## config.mk

```make
export PLATFORM = sky130hd
export DESIGN_NAME = ddr_image_loader
export DESIGN_NICKNAME = d
export VERILOG_FILES = /design/src/rtl/ddr_image_loader.sv
export SDC_FILE = /design/constraint.sdc
export NUM_CORES = 1
export LEC_CHECK = 0
export BUFFER_PORTS_ARGS = -buffer_cell sky130_fd_sc_hd__clkbuf_2
export CAP_MARGIN = 10
export CORE_UTILIZATION = 55
export DETAILED_ROUTE_END_ITERATION = 10
export PLACE_DENSITY_LB_ADDON = 0.12
export SKIP_CTS_REPAIR_TIMING = 1
export SYNTH_ARGS = -nofsm -noshare
export SYNTH_HDL_FRONTEND = slang
export SYNTH_SLANG_ARGS = --single-unit
```

## constraint.sdc

```tcl
create_clock -name clk -period 7.7 [get_ports clk]
set_clock_uncertainty 0.05 [all_clocks]
set_input_delay 1.54 -clock clk [delete_from_list [all_inputs] [get_ports clk]]
set_output_delay 1.54 -clock clk [all_outputs]
set_load 0.01 [all_outputs]
```

## src/rtl/ddr_image_loader.sv

```systemverilog
// Multi-region DDR preload engine: optional config word then NUM_REGION base/length
// images, each stream word split into LSB-first narrow writes with backpressure.
module ddr_image_loader #(
  parameter int                    PORT_DATAWIDTH = 128,
  parameter int                    DATA_WIDTH     = 8,
  parameter int                    ADDR_WIDTH     = 32,
  parameter int                    NUM_REGION     = 4,
  parameter int                    LEN_WIDTH      = 20,
  parameter logic [ADDR_WIDTH-1:0] ADDR_OFFSET    = 32'h0800_0000,
  localparam int                   IW             = (NUM_REGION > 1) ? $clog2(NUM_REGION) : 1
) (
  input  logic                             clk,
  input  logic                             rst_n,
  input  logic                             start,
  input  logic                             cfg_en,
  input  logic [ADDR_WIDTH-1:0]            cfg_addr,
  input  logic [PORT_DATAWIDTH-1:0]        cfg_word,
  input  logic [NUM_REGION*ADDR_WIDTH-1:0] region_base,
  input  logic [NUM_REGION*LEN_WIDTH-1:0]  region_len,
  input  logic [PORT_DATAWIDTH-1:0]        s_data,
  input  logic                             s_valid,
  output logic                             s_ready,
  output logic                             mem_we,
  output logic [ADDR_WIDTH-1:0]            mem_addr,
  output logic [DATA_WIDTH-1:0]            mem_wdata,
  input  logic                             mem_ready,
  output logic                             busy,
  output logic                             done,
  output logic [IW-1:0]                    region_idx
);

  localparam int LANES = PORT_DATAWIDTH / DATA_WIDTH;
  localparam int LW    = (LANES > 1) ? $clog2(LANES) : 1;
  localparam logic [ADDR_WIDTH-1:0] LANES_A = ADDR_WIDTH'(LANES);

  typedef enum logic [2:0] {S_IDLE, S_CFG, S_SEL, S_FETCH, S_WRITE, S_DONE} state_t;
  state_t state_q, state_d;

  logic                                   cfg_en_q;
  logic [ADDR_WIDTH-1:0]                  cfg_addr_q;
  logic [PORT_DATAWIDTH-1:0]              cfg_word_q;
  logic [NUM_REGION-1:0][ADDR_WIDTH-1:0]  base_q;
  logic [NUM_REGION-1:0][LEN_WIDTH-1:0]   len_q;
  logic [PORT_DATAWIDTH-1:0]              hold_q;
  logic [LW-1:0]                          lane_q;
  logic [LEN_WIDTH-1:0]                   word_q;
  logic [IW:0]                            scan_q;   // one extra bit so "past last region" is representable
  logic [IW-1:0]                          region_q;

  logic                                   found;
  logic [IW-1:0]                          found_k;
  logic                                   last_lane, word_last;
  logic [LANES-1:0][DATA_WIDTH-1:0]       lane_w;
  logic [ADDR_WIDTH-1:0]                  base_idx;

  // Lowest non-empty region at or above the scan pointer
  always_comb begin
    found   = 1'b0;
    found_k = '0;
    for (int k = NUM_REGION - 1; k >= 0; k--) begin
      if ((IW+1)'(k) >= scan_q && len_q[k] != '0) begin
        found   = 1'b1;
        found_k = IW'(k);
      end
    end
  end

  assign last_lane = (lane_q == LW'(LANES - 1));
  assign word_last = ((word_q + LEN_WIDTH'(1)) == len_q[region_q]);

  always_ff @(posedge clk or negedge rst_n) begin
    if (!rst_n) state_q <= S_IDLE;
    else        state_q <= state_d;
  end

  always_comb begin
    state_d = state_q;
    s_ready = 1'b0;
    mem_we  = 1'b0;
    busy    = 1'b1;
    done    = 1'b0;
    case (state_q)
      S_IDLE: begin
        busy = 1'b0;
        if (start) state_d = cfg_en ? S_CFG : S_SEL;
      end
      S_CFG: begin
        mem_we = 1'b1;
        if (mem_ready && last_lane) state_d = S_SEL;
      end
      S_SEL:   state_d = found ? S_FETCH : S_DONE;
      S_FETCH: begin
        s_ready = 1'b1;
        if (s_valid) state_d = S_WRITE;
      end
      S_WRITE: begin
        mem_we = 1'b1;
        if (mem_ready && last_lane) state_d = word_last ? S_SEL : S_FETCH;
      end
      S_DONE: begin
        busy    = 1'b0;
        done    = 1'b1;
        state_d = S_IDLE;
      end
      default: begin
        busy    = 1'b0;
        state_d = S_IDLE;
      end
    endcase
  end

  always_ff @(posedge clk or negedge rst_n) begin
    if (!rst_n) begin
      cfg_en_q   <= 1'b0;
      cfg_addr_q <= '0;
      cfg_word_q <= '0;
      base_q     <= '0;
      len_q      <= '0;
      hold_q     <= '0;
      lane_q     <= '0;
      word_q     <= '0;
      scan_q     <= '0;
      region_q   <= '0;
    end else begin
      case (state_q)
        S_IDLE: if (start) begin
          cfg_en_q   <= cfg_en;
          cfg_addr_q <= cfg_addr;
          cfg_word_q <= cfg_word;
          base_q     <= region_base;
          len_q      <= region_len;
          lane_q     <= '0;
          word_q     <= '0;
          scan_q     <= '0;
        end
        S_CFG: if (mem_ready) lane_q <= last_lane ? '0 : lane_q + LW'(1);
        S_SEL: if (found) begin
          region_q <= found_k;
          word_q   <= '0;
        end
        S_FETCH: if (s_valid) begin
          hold_q <= s_data;
          lane_q <= '0;
        end
        S_WRITE: if (mem_ready) begin
          lane_q <= last_lane ? '0 : lane_q + LW'(1);
          if (last_lane) begin
            word_q <= word_q + LEN_WIDTH'(1);
            if (word_last) scan_q <= {1'b0, region_q} + (IW+1)'(1);
          end
        end
        default: ;
      endcase
    end
  end

  assign lane_w   = (state_q == S_CFG) ? cfg_word_q : hold_q;
  assign base_idx = (state_q == S_CFG) ? (cfg_addr_q - ADDR_OFFSET)
                  : (base_q[region_q] - ADDR_OFFSET + ADDR_WIDTH'(word_q) * LANES_A);

  // Address/data forced to zero when no write is presented
  assign mem_addr   = mem_we ? base_idx + ADDR_WIDTH'(lane_q) : '0;
  assign mem_wdata  = mem_we ? lane_w[lane_q] : '0;
  assign region_idx = region_q;

  // cfg_en is consumed at start; the latched copy is kept for visibility only
  logic unused_cfg_en;
  assign unused_cfg_en = cfg_en_q;

endmodule

```

# Yosys cells after proc, flatten, opt, wreduce, memory -nomap -nowiden
# Cells that the tools add are included.
# word_totals
register_bits,528
inputBits,502
out_inout_bits,46
# op_classes
n_addsub,7
magnitude_cmp,6
n_eq_ne,16
mux,45
n_reduce_logical,22
# ops
cell,n
$mux W128,1
$mux W20,5
$mux W32,3
$reduce_bool A20 Y1,4
$bmux W32 S2,1
$sub A32 B28 Y32 const B,2
$pmux W20 S3,1
$bmux W20 S2,1
$add A32 B24 Y32,1
$add A32 B4 Y32,1
$bmux W8 S4,1
$mux W3,9
$add A20 B1 Y20 const B,1
$eq A20 B20 Y1,1
$mux W4,4
$mux W8,2
$ne A2 B2 Y1 const B,8
$pmux W3 S5,1
$pmux W4 S3,1
$mux W2,5
$reduce_and A5 Y1,2
$mux W1,9
$reduce_and A4 Y1,2
$eq A3 B2 Y1 const B,2
18 further kinds,28

# Logic depth before layout (Yosys ltp)
# depth
ltp_word,8
depth_mapped,22

# Least setup slack after synthesis
# Ideal clock, no wire load.
# synth_path
kind,register to output
start,register region_q[0] (netlist: region_idx[0])
end,output port mem_addr[23]
arrival_ns,5.535
t_required_ns,6.110
slack_ns,0.575
stages_incl_launch_ff,18
path_cell_list,dfrtp_1 -> buf_2 -> buf_2 -> clkbuf_1 -> buf_1 -> mux4_2 -> ha_1 -> or2_2 -> a41oi_2 -> xnor2_1 -> mux2i_1 -> or4_1 -> buf_2 -> or3b_1 -> buf_6 -> nor3_4 -> xnor2_1 -> o22ai_1
# synth_via
elab_chain_cells,7
# synth_rtl
item,line_no,source
start: declaration,48,logic [IW-1:0] region_q;
start signal: assignment,138,region_q <= found_k;
$bmux W32 S2,159,: (base_q[region_q] - ADDR_OFFSET + ADDR_WIDTH'(word_q) * LANES_A);
$mux W32 (implied by the code),159,
$sub A32 B28 Y32,159,
$add A32 B24 Y32,159,
$mux W32,158,assign base_idx = (state_q == S_CFG) ? (cfg_addr_q - ADDR_OFFSET)
$add A32 B4 Y32,162,assign mem_addr = mem_we ? base_idx + ADDR_WIDTH'(lane_q) : '0;
$mux W32,162,
end: declaration,24,"output logic [ADDR_WIDTH-1:0] mem_addr,"
# Every way passes these cells. The select of a mux whose other input is x is not followed.

# Worst setup path after layout
# layout_path
start,register region_q[0] (netlist: region_idx[0])
end,output port mem_addr[25]
# The elaborated chain is that of the path after synthesis.

==> summary.txt <==
CTS
  • CTS tree: yes
  • Inserted Clock Buffers: 55
  • Maximum level of the CTS H-tree: 2
  • Clock-pin slew of the registers on the worst-case setup and hold paths: roughly 0.06 ns
  • Source-to-sink clock delay at the later pin of the worst-skew pair: a little over 0.6 ns
  • Maximum clock insertion buffer count: 3
  • Clock root buffer: sky130_fd_sc_hd__clkbuf_16
  • Num Clock Sinks: between 500 and 600

Critical path
  • Element type at the critical path end: output pin
  • Arrival time at the worst endpoint: 5.81 ns
  • Maximum fanout along the worst path: 23
  • Worst endpoint required time: 6.11 ns
  • Startpoint type of the worst setup path: flip-flop
  • Category of the most critical setup path: flip-flop to output pin

Global routing
  • Initial antenna violation count: 21
  • Number of global-route vias before repair: between 20,000 and 25,000
  • Maximum number of pins on one net before global-route repair: approximately 210
  • Global-route wire length before repair: ~130,000 microns
  • Final global-route overflow total: 0
  • Total GRT Usage: between 30% and 40%

Timing
  • Hold Worst Slack: about 0.42 ns
  • Max-slew violation count: 0
  • Tightest Pin Transition: ~1.1 ns
  • Setup violations, final: 0
  • Peak clock frequency supported by timing: ~140 MHz
  • Clock period minus final worst setup slack: around 7.4 ns
  • Setup repair after global routing missed its margin: false
  • Total Negative Setup Slacks: 0 ns
  • Final worst path period share: 96.1%
  • Worst relative slew slack: about a quarter
  • Number of hold violations in the final report: 0

Power
  • Pleak: ~16 nW
  • Clock group share of total power: a little under 20%
  • Internal power summed over all cells: 8.37 mW
  • Sequential group share of total power: between 30% and 40%
  • Peak supply drop: 256 uV
  • Sw Ratio: around two fifths
  • Total power consumption of the routed design: 13.8 mW
  • P per Cell Area: ~440 nW/um^2
  • Comb power frac: approximately 44%
  • Sw power: about 5.5 mW

Detailed routing
  • DRC: 0
  • Via density per instance: ~5.7
  • Wirelength per Cell: ~21 microns
  • DRT antenna net count: 0
  • Total Routed Length: just over 80,000 microns
  • Router iterations before antenna repair: 7
  • Drt first-iter violations: 1,807
  • Via count: about 22,000

Logic synthesis
  • Number of synthesized flops with an enable pin: 0
  • Library cells used by synthesis: 69
  • Most used flip-flop cell after synthesis: sky130_fd_sc_hd__dfrtp_1
  • Syn Inst Count: between 2,000 and 3,000
  • Post-synthesis average cell area: between 9 and 10 sq um
  • Netlist area before placement: 26,700 sq um
  • Async S/R FF share, synth: between 90% and 100%
  • Yosys Warn Count: 0
  • Synthesized Nets: 3,250
  • Sequential element share of the synthesized area: between 40% and 50%
  • FF+latch count, synth: about 530

Status
  • Result of the run: completed

Floorplanning
  • Floorplan Core Area: 47,700 sq um
  • Die Footprint: about 50,000 sq um
  • Floorplan die width: ~220 microns
  • Initial standard-cell utilization of the core: roughly 56%
  • Number of primary I/O pins: ~550
  • Core Rows: 80
  • Die Y-Extent: roughly 220 microns

Finish
  • Signed area change from the synthesized netlist to the final layout: 18.8%
  • Fillcell total: 3,924
  • Number of nets in the final layout: around 3,700
  • Fraction of final layout cells with drive strength greater than 1: 29.3%

Placement
  • Routability congestion estimate from global placement: around 0.91
  • Half-perimeter wire length after detailed placement: 59,600 microns
  • Buffers added on ports: between 500 and 600

Flow run
  • Maximum Capacitance Violations: 0

Hold path
  • Tightest Hold Check Type: flip-flop to flip-flop
==> cells in the mapped netlist (28+ instances only) <==
library cell	count	area, sq um
sky130_fd_sc_hd__nand2_1	1175	4410
sky130_fd_sc_hd__dfrtp_1	528	13200
sky130_fd_sc_hd__clkbuf_1	137	514
sky130_fd_sc_hd__mux4_2	132	2970
sky130_fd_sc_hd__mux2_2	129	1450
sky130_fd_sc_hd__nor2_1	81	304
sky130_fd_sc_hd__a21oi_1	53	265
sky130_fd_sc_hd__o21ai_0	49	245
sky130_fd_sc_hd__xnor2_1	47	412
sky130_fd_sc_hd__xor2_1	34	298
sky130_fd_sc_hd__ha_1	28	350
==> cell families after synthesis <==
| kind of cell | share of synthesized area [%] |
|---|---|
| adders and majority gates | 1.46 |
| and+or+nand+nor | 21.5 |
| buffers and inverters | 2.67 |
| xor gates and xnor gates | 2.66 |
| DFF | 49.5 |
| AOI/OAI and AO/OA | 4.81 |
| muxes | 17.4 |
==> cell type report <==
class / instances / area, sq um / area share [%]
antenna: 13 / 32.5 / 0.103
clock buffer: 80 / 1590 / 5.02
clock inverter: 22 / 263 / 0.829
inverter: 13 / 48.8 / 0.154
multi-input combinational: 2009 / 12800 / 40.3
sequential: 528 / 13200 / 41.7
tap: 615 / 769 / 2.43
timing repair buffer: 569 / 2980 / 9.39
==> power by group through the flow <==
stage          clock [mW]  combinational (mW)  sequential, mW
3_3_place_gp            0                5.98            4.90
2_1_floorplan           0                4.54            4.57
6_report             2.75                6.13            4.94
3_5_place_dp            0                6.10            4.96
5_1_grt              2.88                6.70            5.10
4_1_cts              2.77                6.14            4.93
==> sequential cells by signal, indices dropped and copies added, names as in the netlist <==
name,count
word_q,20
cfg_word_q,128
lane_q,4
hold_q,128
state_q,3
len_q,80
scan_q,3
region_idx,2
cfg_addr_q,32
base_q,128
==> critical path, cell delays in order, from the launching register on <==
cell                       delay (ns)
sky130_fd_sc_hd__dfrtp_4         0.72
sky130_fd_sc_hd__mux4_2          0.56
sky130_fd_sc_hd__ha_1            0.22
sky130_fd_sc_hd__fa_1            0.42
sky130_fd_sc_hd__a21o_1          0.22
sky130_fd_sc_hd__a221oi_2        0.41
sky130_fd_sc_hd__o31ai_2         0.18
sky130_fd_sc_hd__xor2_1          0.18
sky130_fd_sc_hd__mux2i_1         0.16
sky130_fd_sc_hd__nor4_1          0.63
sky130_fd_sc_hd__or3b_1          0.58
sky130_fd_sc_hd__nor3_4          0.25
sky130_fd_sc_hd__xnor2_1         0.08
sky130_fd_sc_hd__o22ai_1         0.34
sky130_fd_sc_hd__clkbuf_2        0.21
==> stage by stage <==
step	utilization [%]	instances	setup WS (ns)	area [sq um]
final	66.4	3849	0.300	31700
after global routing	66.3	3847	0.0738	31700
after CTS	66.3	3836	0.339	31600
after detailed placement	62.4	3734	1.03	29800
after global placement	62.4	3734	1.10	29800
after floorplan	-	2718	0.575	26700
==> routing by layer <==
| layer | track usage (%) | up-vias | part of all wire, % |
|---|---|---|---|
| li1 | - | 10100 | - |
| met1 | 44.2 | 10900 | 40 |
| met2 | 54.4 | 891 | 48 |
| met3 | 7.83 | 188 | 7.6 |
| met4 | 14.2 | 14 | 4.1 |
| met5 | 0 | - | 0.12 |
==> path summary, 6_finish.rpt <==
kind	start	to	slack, ns	cells after the start
worst max-delay path	region_idx[0]$_DFFE_PN0P_	mem_addr[25]	0.30	14
worst min-delay path	cfg_word_q[12]$_DFFE_PN0P_	cfg_word_q[12]$_DFFE_PN0P_	0.42	2
worst max register to register	region_idx[0]$_DFFE_PN0P_	scan_q[0]$_DFFE_PN0P_	3.80	11
worst min register to register	cfg_word_q[12]$_DFFE_PN0P_	cfg_word_q[12]$_DFFE_PN0P_	0.42	2
max in group asynchronous	rst_n	hold_q[43]$_DFFE_PN0P_	5.37	2
min in group asynchronous	rst_n	len_q[33]$_DFFE_PN0P_	0.79	1
==> layout by cell type (no fill, tap or decap), types with 21 or more instances in the layout <==
cell,synthesis,routed
sky130_fd_sc_hd__nand2_1,1175,1174
sky130_fd_sc_hd__mux2_2,129,129
sky130_fd_sc_hd__a21oi_1,53,52
sky130_fd_sc_hd__mux2i_1,21,21
sky130_fd_sc_hd__xnor2_1,47,47
sky130_fd_sc_hd__ha_1,28,28
sky130_fd_sc_hd__nor2_1,81,81
sky130_fd_sc_hd__mux4_2,132,132
sky130_fd_sc_hd__nor3_1,21,21
sky130_fd_sc_hd__xor2_1,34,34
sky130_fd_sc_hd__nor4_1,25,24
sky130_fd_sc_hd__o21ai_0,49,49
sky130_fd_sc_hd__dfrtp_1,528,525
sky130_fd_sc_hd__nand3_1,25,25
sky130_fd_sc_hd__clkbuf_2,1,546
sky130_fd_sc_hd__clkbuf_16,0,56
Note: power is estimated with default switching activity, not from simulation.
